<file path="config.mk">
export PLATFORM = sky130hd
export DESIGN_NAME = wshb_traffic_gen
export DESIGN_NICKNAME = d
export VERILOG_FILES = /design/src/rtl/wshb_tg_pkg.sv /design/src/rtl/wshb_tg_lfsr.sv /design/src/rtl/wshb_traffic_gen.sv
export SDC_FILE = /design/constraint.sdc
export NUM_CORES = 1
export LEC_CHECK = 0
export CORE_MARGIN = 1
export CORE_UTILIZATION = 25
export CTS_CLUSTER_SIZE = 10
export DETAILED_ROUTE_END_ITERATION = 10
export PLACE_DENSITY_LB_ADDON = 0.08
export SLEW_MARGIN = 5
export SYNTH_ARGS = -nofsm -noshare
export SYNTH_HDL_FRONTEND = slang
export SYNTH_HIERARCHICAL = 1
export SYNTH_SLANG_ARGS = --single-unit
</file>
<file path="constraint.sdc">
create_clock -name clk -period 3.55 [get_ports clk]
set_clock_uncertainty 0.05 [all_clocks]
set_input_delay 0.71 -clock clk [delete_from_list [all_inputs] [get_ports clk]]
set_output_delay 0.71 -clock clk [all_outputs]
set_load 0.01 [all_outputs]
</file>
<file path="src/rtl/wshb_tg_pkg.sv">
// wshb_tg_pkg: shared types and constants for the Wishbone traffic generator
package wshb_tg_pkg;
  typedef enum logic [2:0] {ST_IDLE, ST_WRITE, ST_GAP, ST_READ, ST_DONE} state_t;
  typedef enum logic [1:0] {MODE_ADDR, MODE_LFSR, MODE_NADDR, MODE_RSVD} mode_t;
  localparam logic [31:0] LFSR_SEED = 32'hACE1_0001;
  localparam logic [31:0] LFSR_POLY = 32'h8020_0003;
  localparam int ERR_W = 16;
  function automatic logic [31:0] lfsr_next(input logic [31:0] l);
    return (l >> 1) ^ (l[0] ? LFSR_POLY : 32'h0);
  endfunction
endpackage

</file>
<file path="src/rtl/wshb_tg_lfsr.sv">
// wshb_tg_lfsr: 32-bit Galois LFSR pattern source with clear and advance
module wshb_tg_lfsr
  import wshb_tg_pkg::*;
(
  input  logic        clk,
  input  logic        reset,
  input  logic        clr,
  input  logic        adv,
  output logic [31:0] value
);
  logic [31:0] value_q;
  always_ff @(posedge clk or posedge reset)
    if (reset) value_q <= LFSR_SEED;
    else if (clr) value_q <= LFSR_SEED;
    else if (adv) value_q <= lfsr_next(value_q);
  assign value = value_q;
endmodule

</file>
<file path="src/rtl/wshb_traffic_gen.sv">
// wshb_traffic_gen: Wishbone classic master that writes a pattern window, reads it back and checks it
module wshb_traffic_gen
  import wshb_tg_pkg::*;
#(
  parameter int DATA_BYTES = 2,
  parameter int ADDR_WIDTH = 32,
  parameter logic [ADDR_WIDTH-1:0] BASE_ADDR = '0,
  parameter int NWORDS = 1024,
  parameter int TIMEOUT = 255
) (
  input  logic                    clk,
  input  logic                    reset,
  input  logic                    start,
  input  logic [1:0]              mode,
  output logic                    busy,
  output logic                    done,
  output logic                    pass,
  output logic                    timeout,
  output logic [ERR_W-1:0]        err_count,
  output logic [ADDR_WIDTH-1:0]   first_err_addr,
  output logic [ADDR_WIDTH-1:0]   wb_adr,
  output logic [8*DATA_BYTES-1:0] wb_dat_ms,
  output logic [DATA_BYTES-1:0]   wb_sel,
  output logic                    wb_we,
  output logic                    wb_cyc,
  output logic                    wb_stb,
  input  logic [8*DATA_BYTES-1:0] wb_dat_sm,
  input  logic                    wb_ack,
  input  logic                    wb_err
);
  localparam int DW = 8*DATA_BYTES;
  localparam int CW = $clog2(NWORDS+1);
  localparam int TW = $clog2(TIMEOUT+1);
  state_t state_q, state_d;
  mode_t mode_q, mode_d;
  logic [CW-1:0] idx_q, idx_d;
  logic [TW-1:0] wait_q, wait_d;
  logic [ERR_W-1:0] err_q, err_d;
  logic [ADDR_WIDTH-1:0] ferr_q, ferr_d;
  logic tmo_q, tmo_d;
  logic [31:0] lfsr;
  logic lfsr_clr, active, resp, last, err_hit, unused_lfsr;
  logic [ADDR_WIDTH-1:0] addr;
  logic [DW-1:0] pat;
  wshb_tg_lfsr u_lfsr (.clk(clk), .reset(reset), .clr(lfsr_clr), .adv(resp), .value(lfsr));
  assign unused_lfsr = ^lfsr;
  assign active = state_q == ST_WRITE || state_q == ST_READ;
  assign addr = BASE_ADDR + ADDR_WIDTH'(idx_q) * ADDR_WIDTH'(DATA_BYTES);
  assign pat = mode_q == MODE_LFSR ? DW'(lfsr) : mode_q == MODE_NADDR ? ~DW'(addr) : DW'(addr);
  assign resp = active && (wb_ack || wb_err);
  assign last = idx_q == CW'(NWORDS-1);
  // err takes precedence over ack, so a simultaneous ack never adds a data compare
  assign err_hit = active && (wb_err || (state_q == ST_READ && wb_ack && wb_dat_sm != pat));
  always_ff @(posedge clk or posedge reset)
    if (reset) begin
      state_q <= ST_IDLE;
      mode_q  <= MODE_ADDR;
      idx_q   <= '0;
      wait_q  <= '0;
      err_q   <= '0;
      ferr_q  <= '0;
      tmo_q   <= 1'b0;
    end else begin
      state_q <= state_d;
      mode_q  <= mode_d;
      idx_q   <= idx_d;
      wait_q  <= wait_d;
      err_q   <= err_d;
      ferr_q  <= ferr_d;
      tmo_q   <= tmo_d;
    end
  always_comb begin
    state_d  = state_q;
    mode_d   = mode_q;
    idx_d    = idx_q;
    wait_d   = wait_q;
    err_d    = err_q;
    ferr_d   = ferr_q;
    tmo_d    = tmo_q;
    lfsr_clr = 1'b0;
    if ((state_q == ST_IDLE || state_q == ST_DONE) && start) begin
      state_d  = ST_WRITE;
      mode_d   = mode_t'(mode);
      idx_d    = '0;
      wait_d   = '0;
      err_d    = '0;
      ferr_d   = '0;
      tmo_d    = 1'b0;
      lfsr_clr = 1'b1;
    end else if (state_q == ST_GAP) begin
      state_d  = ST_READ;
      idx_d    = '0;
      wait_d   = '0;
      lfsr_clr = 1'b1;
    end else if (active) begin
      if (resp) begin
        idx_d  = idx_q + CW'(1);
        wait_d = '0;
        if (last) state_d = state_q == ST_WRITE ? ST_GAP : ST_DONE;
      end else if (wait_q == TW'(TIMEOUT)) begin
        tmo_d   = 1'b1;
        state_d = ST_DONE;
      end else begin
        wait_d = wait_q + TW'(1);
      end
      if (err_hit) begin
        err_d  = &err_q ? err_q : err_q + ERR_W'(1);
        ferr_d = err_q == '0 ? addr : ferr_q;
      end
    end
  end
  assign wb_cyc         = active;
  assign wb_stb         = active;
  assign wb_we          = state_q == ST_WRITE;
  assign wb_sel         = active ? '1 : '0;
  assign wb_adr         = active ? addr : '0;
  assign wb_dat_ms      = wb_we ? pat : '0;
  assign busy           = active || state_q == ST_GAP;
  assign done           = state_q == ST_DONE;
  assign pass           = done && err_q == '0 && !tmo_q;
  assign timeout        = tmo_q;
  assign err_count      = err_q;
  assign first_err_addr = ferr_q;
endmodule

</file>
# [After elaboration in Yosys (flattened, before gate mapping)]
# Cells that the tools add are included.
[classes] bitwise=2 n_reduce_logical=30 eq_ne=14 n_addsub=3 muxes=41
[op_table] cell="32-bit 2-to-1 mux" count=8
[op_table] cell="16-bit 2-to-1 mux" count=8
[op_table] cell="11-bit 2-to-1 mux" count=4
[op_table] cell="8-bit 2-to-1 mux" count=5
[op_table] cell="31-bit by 32-bit XOR with 32-bit output" count=1
[op_table] cell="3-bit 2-to-1 mux" count=7
[op_table] cell="16-bit by 1-bit adder with 16-bit output (second input constant)" count=1
[op_table] cell="16-bit logical NOT" count=1
[op_table] cell="16-bit != test" count=1
[op_table] cell="12-bit inverter with 16-bit output" count=1
[op_table] cell="16-bit AND reduction" count=1
[op_table] cell="12-bit 2-to-1 mux" count=1
[op_table] cell="4-bit AND reduction" count=3
[op_table] cell="11-bit by 1-bit adder with 11-bit output (second input constant)" count=1
[op_table] cell="11-bit by 10-bit == test with 1-bit output (second input constant)" count=1
[op_table] cell="2-bit nonzero test" count=5
[op_table] cell="8-bit by 1-bit adder with 8-bit output (second input constant)" count=1
[op_table] cell="8-bit == test (second input constant)" count=1
[op_table] cell="1-bit logical AND" count=7
[op_table] cell="1-bit 2-to-1 mux" count=7
[op_table] cell="3-bit by 2-bit == test with 1-bit output (second input constant)" count=2
[op_table] cell="3-bit nonzero test" count=2
[op_table] cell="1-bit logical OR" count=5
[op_table] cell="2-bit != test (second input constant)" count=2
[op_table] cell="other kinds (13)" count=14
[word_totals] out_inout_bits=105 elab_cells=98 register_bits=105

# [Longest topological paths before layout]
# Gate-level depths: netlist (run 1).
[logic_depth] depth_word=11 mapped_depth=12 mapped_depth_nobuf=10

# [By module]
# Netlist (run 1), hierarchy kept.
[modules_own_cells] mod="wshb_traffic_gen" cells_each=456 seq_area_each_um2=1301.2 area_per_inst_um2=3827.4 instances=1
[modules_own_cells] mod="wshb_tg_lfsr" cells_each=108 seq_area_each_um2=812.0 area_per_inst_um2=1366.3 instances=1

# [Worst setup path after synthesis (run 1)]
# No wires, ideal clock.
[synth_timing] path_type="register to register" startpoint="register mode_q[1]" endpoint="register err_q[3] (netlist: err_count[3])" setup_slack_ps=1102 t_arrival_ps=2266 required_ps=3368 setup_ps=132 stages_incl_launch_ff=13 cell_sequence="dfrtp_1 > buf_6 > buf_4 > nor3b_1 > a211oi_1 > xor2_1 > nand3_1 > a2111oi_2 > and2_4 > buf_6 > buf_8 > nor3_2 > mux2i_1"
[synth_via] elab_chain_len=9
[synth_lines] item="start, declared" line="wshb_traffic_gen.sv:35" source="mode_t mode_q, mode_d;"
[synth_lines] item="start signal, assigned" line="wshb_traffic_gen.sv:65" source="mode_q <= mode_d;"
[synth_lines] item="2-bit == test" line="wshb_traffic_gen.sv:49" source="assign pat = mode_q == MODE_LFSR ? DW'(lfsr) : mode_q == MODE_NADDR ? ~DW'(addr) : DW'(addr);"
[synth_lines] item="16-bit 2-to-1 mux" line="wshb_traffic_gen.sv:49"
[synth_lines] item="16-bit 2-to-1 mux (*)" line="wshb_traffic_gen.sv:49"
[synth_lines] item="16-bit != test (*)" line="wshb_traffic_gen.sv:53" source="assign err_hit = active && (wb_err || (state_q == ST_READ && wb_ack && wb_dat_sm != pat));"
[synth_lines] item="1-bit logical AND (*)" line="wshb_traffic_gen.sv:53"
[synth_lines] item="1-bit logical OR (*)" line="wshb_traffic_gen.sv:53"
[synth_lines] item="1-bit logical AND (*)" line="wshb_traffic_gen.sv:53"
[synth_lines] item="2-bit nonzero test (no source line) (*)"
[synth_lines] item="4-bit AND reduction (no source line) (*)"
[synth_lines] item="end signal, assigned" line="wshb_traffic_gen.sv:68" source="err_q <= err_d;"
[synth_lines] item="end, declared" line="wshb_traffic_gen.sv:38" source="logic [ERR_W-1:0] err_q, err_d;"
# Mark *: on every way between the ends. The rest lies on a longest branch, timed or not.
# A chain may end at the register's enable or synchronous reset.

# [Worst setup path after layout (run 1)]
[layout_timing] startpoint="register state_q[0]" endpoint="output port wb_dat_ms[4]"
[layout_via] elab_chain_len=2
[layout_lines] item="start, declared" line="wshb_traffic_gen.sv:34" source="state_t state_q, state_d;"
[layout_lines] item="start signal, assigned" line="wshb_traffic_gen.sv:64" source="state_q <= state_d;"
[layout_lines] item="3-bit by 1-bit == test with 1-bit output" line="wshb_traffic_gen.sv:114" source="assign wb_we = state_q == ST_WRITE;"
[layout_lines] item="16-bit 2-to-1 mux" line="wshb_traffic_gen.sv:117" source="assign wb_dat_ms = wb_we ? pat : '0;"
[layout_lines] item="end, declared" line="wshb_traffic_gen.sv:22" source="output logic [8*DATA_BYTES-1:0] wb_dat_ms,"
# Every way passes these cells.

==> summary.md, run 1 <==
| Metric | Value |
|---|---|
| Status | `completed` |
| Worst skew pair latency | `0.34 ns` |
| Synth Warn # | `6` |
| Hold path startpoint | `u_lfsr/value[30]$_DFFE_PP0P_` |
| Kind of critical path | `reg -> out` |
| RSZ-0062 raised after global routing | `no` |
| Count leader, synth | `dfrtp_1` |
| Largest net degree at the start of global routing | `38` |
| Most frequent cells after synthesis | `dfrtp_1, nand2_1, nor2_1` |
| GRT Total Usage | `14.15%` |
| Worst min path class | `reg -> reg` |
| Post-synth top area share | `36.14%` |
| Antenna cells | `0` |
| Vias | `4,155` |
| Final WL | `14,510 um` |
| CP max stage cell | `or3_1` |
| Core area | `0.02030 sq mm` |
| Layout Area Growth over Synthesis | `23.58%` |
| Yosys cell types | `62` |
| Final min period | `3.202 ns` |
| CTS tree | `built` |
| Initial drt markers | `159` |
| Syn_area_per_cell | `9.209 sq um` |
| Cts repair resizes | `0` |
| Count of final setup violators | `0` |
| H-tree depth | `3` |
| Pre-antenna DRT Iters | `4` |
| FMAX | `312.3 MHz` |
| Seq/Total Area, Yosys | `40.69%` |
| Nets | `663` |
| Clock sink count | `84` |
| Slew Viols, Final | `0` |
| Die Ht | `146.1 um` |
| Clock transition at path regs | `0.06 ns` |
| Final Cell Area | `0.006419 sq mm` |
| Final worst-path cycle share | `90.19%` |
| Share of cells above drive strength 1 | `8.580%` |
| CTS max path bufs | `2` |
| Routed WL per cell | `15.92 um` |
| Post-synth EDFFs | `0` |
| Setup TNS | `0 ns` |
| Drt via density | `4.561` |
| Worst r2r src | `mode_q[0]$_DFFE_PP0P_` |
| Dominant cells by area after synthesis | `dfrtp_1, mux2i_1, buf_4` |
| Worst endpoint required time | `2.79 ns` |
| Ys async rst share | `100.0%` |
| Final weighted congestion in routability-driven placement | `0.7470` |
| Crit path launch | `state_q[0]$_DFFE_PP0P_` |
| DRC | `0` |
| Delay-heaviest family, CP | `simple AND/OR/NAND/NOR gates` |
| Slew Limit Headroom | `53.07%` |
| Syn Std Cell Area | `0.005194 sq mm` |
| Critical path buffers and inverters | `2` |
| Critical path, cell by cell | `inv_1, or3_1, nor2_1, clkdlybuf4s50_1` |
| Count of buffers inserted at the top-level ports | `85` |
| Placed inst area | `0.006115 sq mm` |
| HPWL after detailed placement | `10,450 um` |
| Starting utilization of the core area | `25.59%` |
| Worst VDD drop | `0.2045 mV` |
| Die area | `0.02136 sq mm` |
| Leakage | `2.665 nW` |
| FP Rows | `52` |
| Die width | `146.1 um` |
| Ys flop type | `dfrtp_1` |
| Antenna violations before repair | `0` |
| Filler cells | `2,174` |
| Worst slew pin tran | `0.7040 ns` |
| Arrival time at the worst endpoint | `2.44 ns` |
| Core Util, Final | `31.62%` |
| Grt ovf | `0` |
| Synth Instances | `564` |
| Seq cells post-synth | `84` |
| Buffer count from post-CTS setup fixing | `0` |
| TritonCTS buffer count | `9` |
| Vias in the first global route | `4,155` |
| Pwr dens | `585.2 mW/mm^2` |
| CP Launch Type | `register` |
| Post-route antenna net violation count | `0` |
| Cell taking the most area after synthesis | `dfrtp_1` |
| Final hold vios | `0` |
| CP max FO | `17` |
| Post-CTS Hold Fix Bufs | `0` |
| Clock root cell | `clkbuf_16` |
| First-pass GRT wire length | `23,400 um` |
| Crit path largest cell delay | `0.66 ns` |
| Io pins | `128` |
| Max cap viols | `0` |
| Critical path capture point type | `output port` |
-- metrics by stage --
stage | setup WS (ns) | power [W] | cells | hold slack [ns]
after global placement | 0.2680 | 0.002826 | 895 | 0.4353
after detailed placement | 0.3310 | 0.002829 | 895 | 0.4373
final | 0.3484 | 0.003756 | 911 | 0.4508
after floorplan | 1.102 | 0.002371 | 605 | 0.4179
after global routing | 0.1725 | 0.004043 | 911 | 0.4744
after CTS | 0.1612 | 0.003833 | 911 | 0.4549
-- cell usage in the layout, fill, tap and decap left out, types with 2 or more instances in the layout --
cell type        instances
buf_4                   16
nand4_1                  6
or4_1                    6
ha_1                     4
nor4_1                   3
nor2b_1                  5
nor3b_1                  9
dfstp_2                  9
inv_2                    2
and2_1                  13
mux2i_1                 47
nand3_1                 19
nor2_1                  59
o21ai_1                  2
clkbuf_16                9
nand2_1                 62
clkdlybuf4s50_1         85
o41ai_1                  3
or4b_1                   3
a21oi_1                 27
and3_1                  13
conb_1                  42
o21ai_0                 12
nor3_1                   7
and3b_1                  8
nor3_2                   2
dfrtp_1                 74
o2bb2ai_1                2
a31oi_1                  4
inv_1                    6
xor2_1                  17
nand2b_1                 2
clkinv_2                 2
clkinvlp_4               2
xnor2_1                 11
or3_1                    6
a211oi_1                 8
o31ai_1                  6
-- final cells by class --
cell class | instances | area [sq um] | share of cell area, %
Multi-Input combinational cell | 430 | 2639 | 41.11
Sequential cell | 84 | 2115 | 32.94
Timing Repair Buffer | 102 | 991.0 | 15.44
Clock inverter | 6 | 63.81 | 0.9942
Clock buffer | 10 | 239.0 | 3.723
Tap cell | 270 | 337.8 | 5.263
Inverter | 9 | 33.78 | 0.5263
-- path summary, 6_finish.rpt --
check	endpoint	slack [ns]	cells after the start
max	wb_dat_ms[4]	0.35	4
min	u_lfsr/value[29]$_DFFE_PP1P_	0.45	2
max reg2reg	err_count[12]$_DFFE_PP0P_	0.48	10
max in group asynchronous	wait_q[6]$_DFFE_PP0P_	2.07	3
min in group asynchronous	u_lfsr/value[3]$_DFFE_PP0P_	0.77	3
min reg2reg	u_lfsr/value[29]$_DFFE_PP1P_	0.45	2
-- cells by family after synthesis --
group | count (synthesis) | share of synthesized area [%]
AND/OR/NAND/NOR | 232 | 22.79
buffers and inverters | 91 | 11.61
adder cells (fa/ha/maj) | 4 | 0.9637
multiplexers | 47 | 9.058
other | 1 | 0.07220
AO/OA/AOI/OAI | 76 | 9.564
flip-flops | 84 | 40.69
XOR/XNOR | 29 | 5.252
-- worst min-delay path: cells and delay by family (launching register included) --
family	cells	cell delay (ns)
flops	1	0.34
mux	1	0.07
simple gates	1	0.06
-- registers in the layout, summed over array words and instances (netlist names) --
register and cells:
u_lfsr/value 32, err_count 16, first_err_addr 11, idx_q 11, wait_q 8, state_q 3, mode_q 2, timeout 1
-- layer usage --
| metal | GRT usage, % | vias to the layer above | share of wire (%) | wire [um] |
|---|---|---|---|---|
| li1 | - | 2012 | - | - |
| met1 | 19.42 | 2040 | 48 | 6938 |
| met2 | 22.31 | 94 | 47 | 6888 |
| met3 | 3.000 | 9 | 3.6 | 529 |
| met4 | 4.063 | 0 | 1.0 | 149 |
| met5 | 0 | - | 0 | 0 |
-- where the power goes --
part           leakage, nW  switching (W)  total (W)  internal [W]
clock network        0.144       0.000406   0.000970      0.000563
logic                 1.40       0.000808    0.00144      0.000629
registers             1.12       0.000211    0.00135       0.00114
(Power assumes the default switching activity.)
==> run 2: changes to the inputs <==
--- a/config.mk
+++ b/config.mk
@@ -10,7 +10,6 @@
 export CTS_CLUSTER_SIZE = 10
 export DETAILED_ROUTE_END_ITERATION = 10
 export PLACE_DENSITY_LB_ADDON = 0.08
-export SLEW_MARGIN = 5
 export SYNTH_ARGS = -nofsm -noshare
 export SYNTH_HDL_FRONTEND = slang
 export SYNTH_HIERARCHICAL = 1
==> results of run 2 <==
Same layout as run 1: the final DEF is identical, and so are final timing and power.
==> run 3: changes to the inputs <==
--- a/config.mk
+++ b/config.mk
@@ -9,6 +9,7 @@
 export CORE_UTILIZATION = 25
 export CTS_CLUSTER_SIZE = 10
 export DETAILED_ROUTE_END_ITERATION = 10
+export GPL_TIMING_DRIVEN = 0
 export PLACE_DENSITY_LB_ADDON = 0.08
 export SYNTH_ARGS = -nofsm -noshare
 export SYNTH_HDL_FRONTEND = slang
==> summary.md, run 3 (synthesis results as in run 1) <==
| Metric | Value |
|---|---|
| Post-CTS Hold Fix Bufs | `0 (unchanged)` |
| CP max FO | `10 (-7)` |
| FMAX | `296.8 MHz (-5.0%)` |
| Share of cells above drive strength 1 | `13.98% (+5.4 points)` |
| Final hold vios | `0 (unchanged)` |
| RSZ-0062 raised after global routing | `no` |
| Worst slew pin tran | `0.7123 ns (+0.008303 ns)` |
| Delay-heaviest family, CP | `buffers and inverters` |
| Count of final setup violators | `0 (unchanged)` |
| Largest net degree at the start of global routing | `40 (+5.3%)` |
| Clock transition at path regs | `0.06 ns (about the same)` |
| Final weighted congestion in routability-driven placement | `0.7820 (+4.7%)` |
| HPWL after detailed placement | `11,450 um (+9.5%)` |
| Clock sink count | `84 (unchanged)` |
| Arrival time at the worst endpoint | `2.61 ns (+0.17 ns)` |
| Max FFs per register | `32 (unchanged)` |
| CTS tree | `built` |
| Final min period | `3.369 ns (+0.1672 ns)` |
| Critical path capture point type | `output port` |
| FF/Latch Area | `0.002113 sq mm (about the same)` |
| Layout Area Growth over Synthesis | `32.67%` |
| Io pins | `128 (unchanged)` |
| Die width | `146.1 um (unchanged)` |
| Commonest cells after routing, fill and taps aside | `clkdlybuf4s50_1, dfrtp_1, nand2_1, nor2_1, buf_4` |
| Final hold slack | `0.4527 ns (+0.001916 ns)` |
| Kind of critical path | `reg -> out` |
| H-tree depth | `3 (unchanged)` |
| Antenna violations before repair | `0 (unchanged)` |
| CP max stage cell | `clkdlybuf4s50_1` |
| Pre-antenna DRT Iters | `4 (unchanged)` |
| Multi-input gate area | `0.002634 sq mm (-0.19%)` |
| Crit path largest cell delay | `0.55 ns (-0.11 ns)` |
| DRC | `0 (unchanged)` |
| Initial drt markers | `252 (+58%)` |
| Leakage | `2.958 nW (+11%)` |
| Worst endpoint required time | `2.79 ns (about the same)` |
| Most common cell after layout, fill and taps aside | `clkdlybuf4s50_1` |
| Clock root cell | `clkbuf_16` |
| Core area | `0.02030 sq mm (unchanged)` |
| Critical path, cell by cell | `clkbuf_1, or3_1, clkbuf_1, clkbuf_2, nor2_1, clkdlybuf4s50_1` |
| Routed WL per cell | `15.48 um (-2.8%)` |
| Critical path buffers and inverters | `4 (+2)` |
| Post-route antenna net violation count | `0 (unchanged)` |
| Worst min path class | `reg -> reg` |
| Grt ovf | `0 (unchanged)` |
| TritonCTS buffer count | `9 (unchanged)` |
| Nets | `730 (+10%)` |
| Vias | `4,364 (+5.0%)` |
| Worst skew pair latency | `0.35 ns (about the same)` |
| First-pass GRT wire length | `24,070 um (+2.9%)` |
| Most used cell along the critical path | `clkbuf_1` |
| Status | `completed` |
| Slew Limit Headroom | `52.23% (-0.84 points)` |
| Max cap viols | `0 (unchanged)` |
| CTS max path bufs | `2 (unchanged)` |
| Pwr dens | `566.8 mW/mm^2 (-3.2%)` |
| Vias in the first global route | `4,323 (+4.0%)` |
| Worst VDD drop | `0.2507 mV (+23%)` |
| Count of buffers inserted at the top-level ports | `85 (unchanged)` |
| Starting utilization of the core area | `25.59% (unchanged)` |
| Die area | `0.02136 sq mm (unchanged)` |
| GRT Total Usage | `14.42% (+0.28 points)` |
| Antenna cells | `0 (unchanged)` |
| Filler cells | `2,160 (-0.64%)` |
| Die Ht | `146.1 um (unchanged)` |
| Final worst-path cycle share | `94.90% (+4.7 points)` |
| Final WL | `15,140 um (+4.3%)` |
| CP Launch Type | `register` |
| Setup TNS | `0 ns (unchanged)` |
| Slew Viols, Final | `0 (unchanged)` |
| Drt via density | `4.462 (-2.2%)` |
| FP Rows | `52 (unchanged)` |
## run 3: cell count changes in the layout (fill, tap and decap cells not counted), sizes merged
cell,delta
buf,+48
clkbuf,+20
clkinvlp,-1
## run 3: metrics by stage
stage | cell area [sq um] | utilization, % | cells | total power (W) | setup slack, ns
after detailed placement | 6556 | 32.30 | 961 | 0.002955 | 0.1712
after floorplan | 5348 | - | 605 | 0.002371 | 1.102
after global routing | 6890 | 33.94 | 978 | 0.004150 | 0.004071
after CTS | 6859 | 33.79 | 977 | 0.003951 | 0.04678
final | 6890 | 33.94 | 978 | 0.003905 | 0.1811
after global placement | 6536 | 32.20 | 960 | 0.002935 | 0.2044
## run 3: layout make-up
class,count,share of cell area (%)
clock buffers,11,3.523
inverters,9,0.4903
flip-flops and latches,84,30.67
clock inverters,5,0.8716
repair buffers,87,13.04
multi-input cells,430,38.22
plain buffers,82,8.280
well taps,270,4.903
## run 3: metal layers
metal | vias to the layer above | track usage [%] | part of all wire, % | wire length [um]
met1 | 2091 | 19.86 | 48 | 7304
li1 | 2148 | - | - | -
met3 | 11 | 2.969 | 4.5 | 679
met5 | - | 0 | 0 | 0
met2 | 114 | 22.93 | 46 | 6998
met4 | 0 | 3.750 | 1.0 | 153
## run 3: repair_timing
item                       in CTS  in global routing
setup buffers                   0                  0
resized for setup               0                  3
setup endpoints to repair       0                 22
## run 3: tightest hold or removal path, delay by kind of cell (launching register included)
family           cells  cell delay, ns
DFF                  1            0.34
muxes                1            0.07
and+or+nand+nor      1            0.06
## run 3: final timing paths
kind | from | depth (start not counted) | to | slack (ns)
hold reg to reg | u_lfsr/value[28]$_DFFE_PP0P_ | 2 | u_lfsr/value[27]$_DFFE_PP1P_ | 0.45
hold / removal | u_lfsr/value[28]$_DFFE_PP0P_ | 2 | u_lfsr/value[27]$_DFFE_PP1P_ | 0.45
min in group asynchronous | reset | 2 | u_lfsr/value[30]$_DFFE_PP0P_ | 0.63
setup reg to reg | mode_q[0]$_DFFE_PP0P_ | 12 | err_count[13]$_DFFE_PP0P_ | 0.37
max in group asynchronous | reset | 3 | mode_q[0]$_DFFE_PP0P_ | 2.27
setup / recovery | state_q[2]$_DFFE_PP0P_ | 6 | wb_dat_ms[3] | 0.18
## run 3: where the power goes
group	switching [W]	internal (W)
clock	0.000403	0.000567
combinational	0.000940	0.000710
sequential	0.000146	0.00114
total	0.00149	0.00242
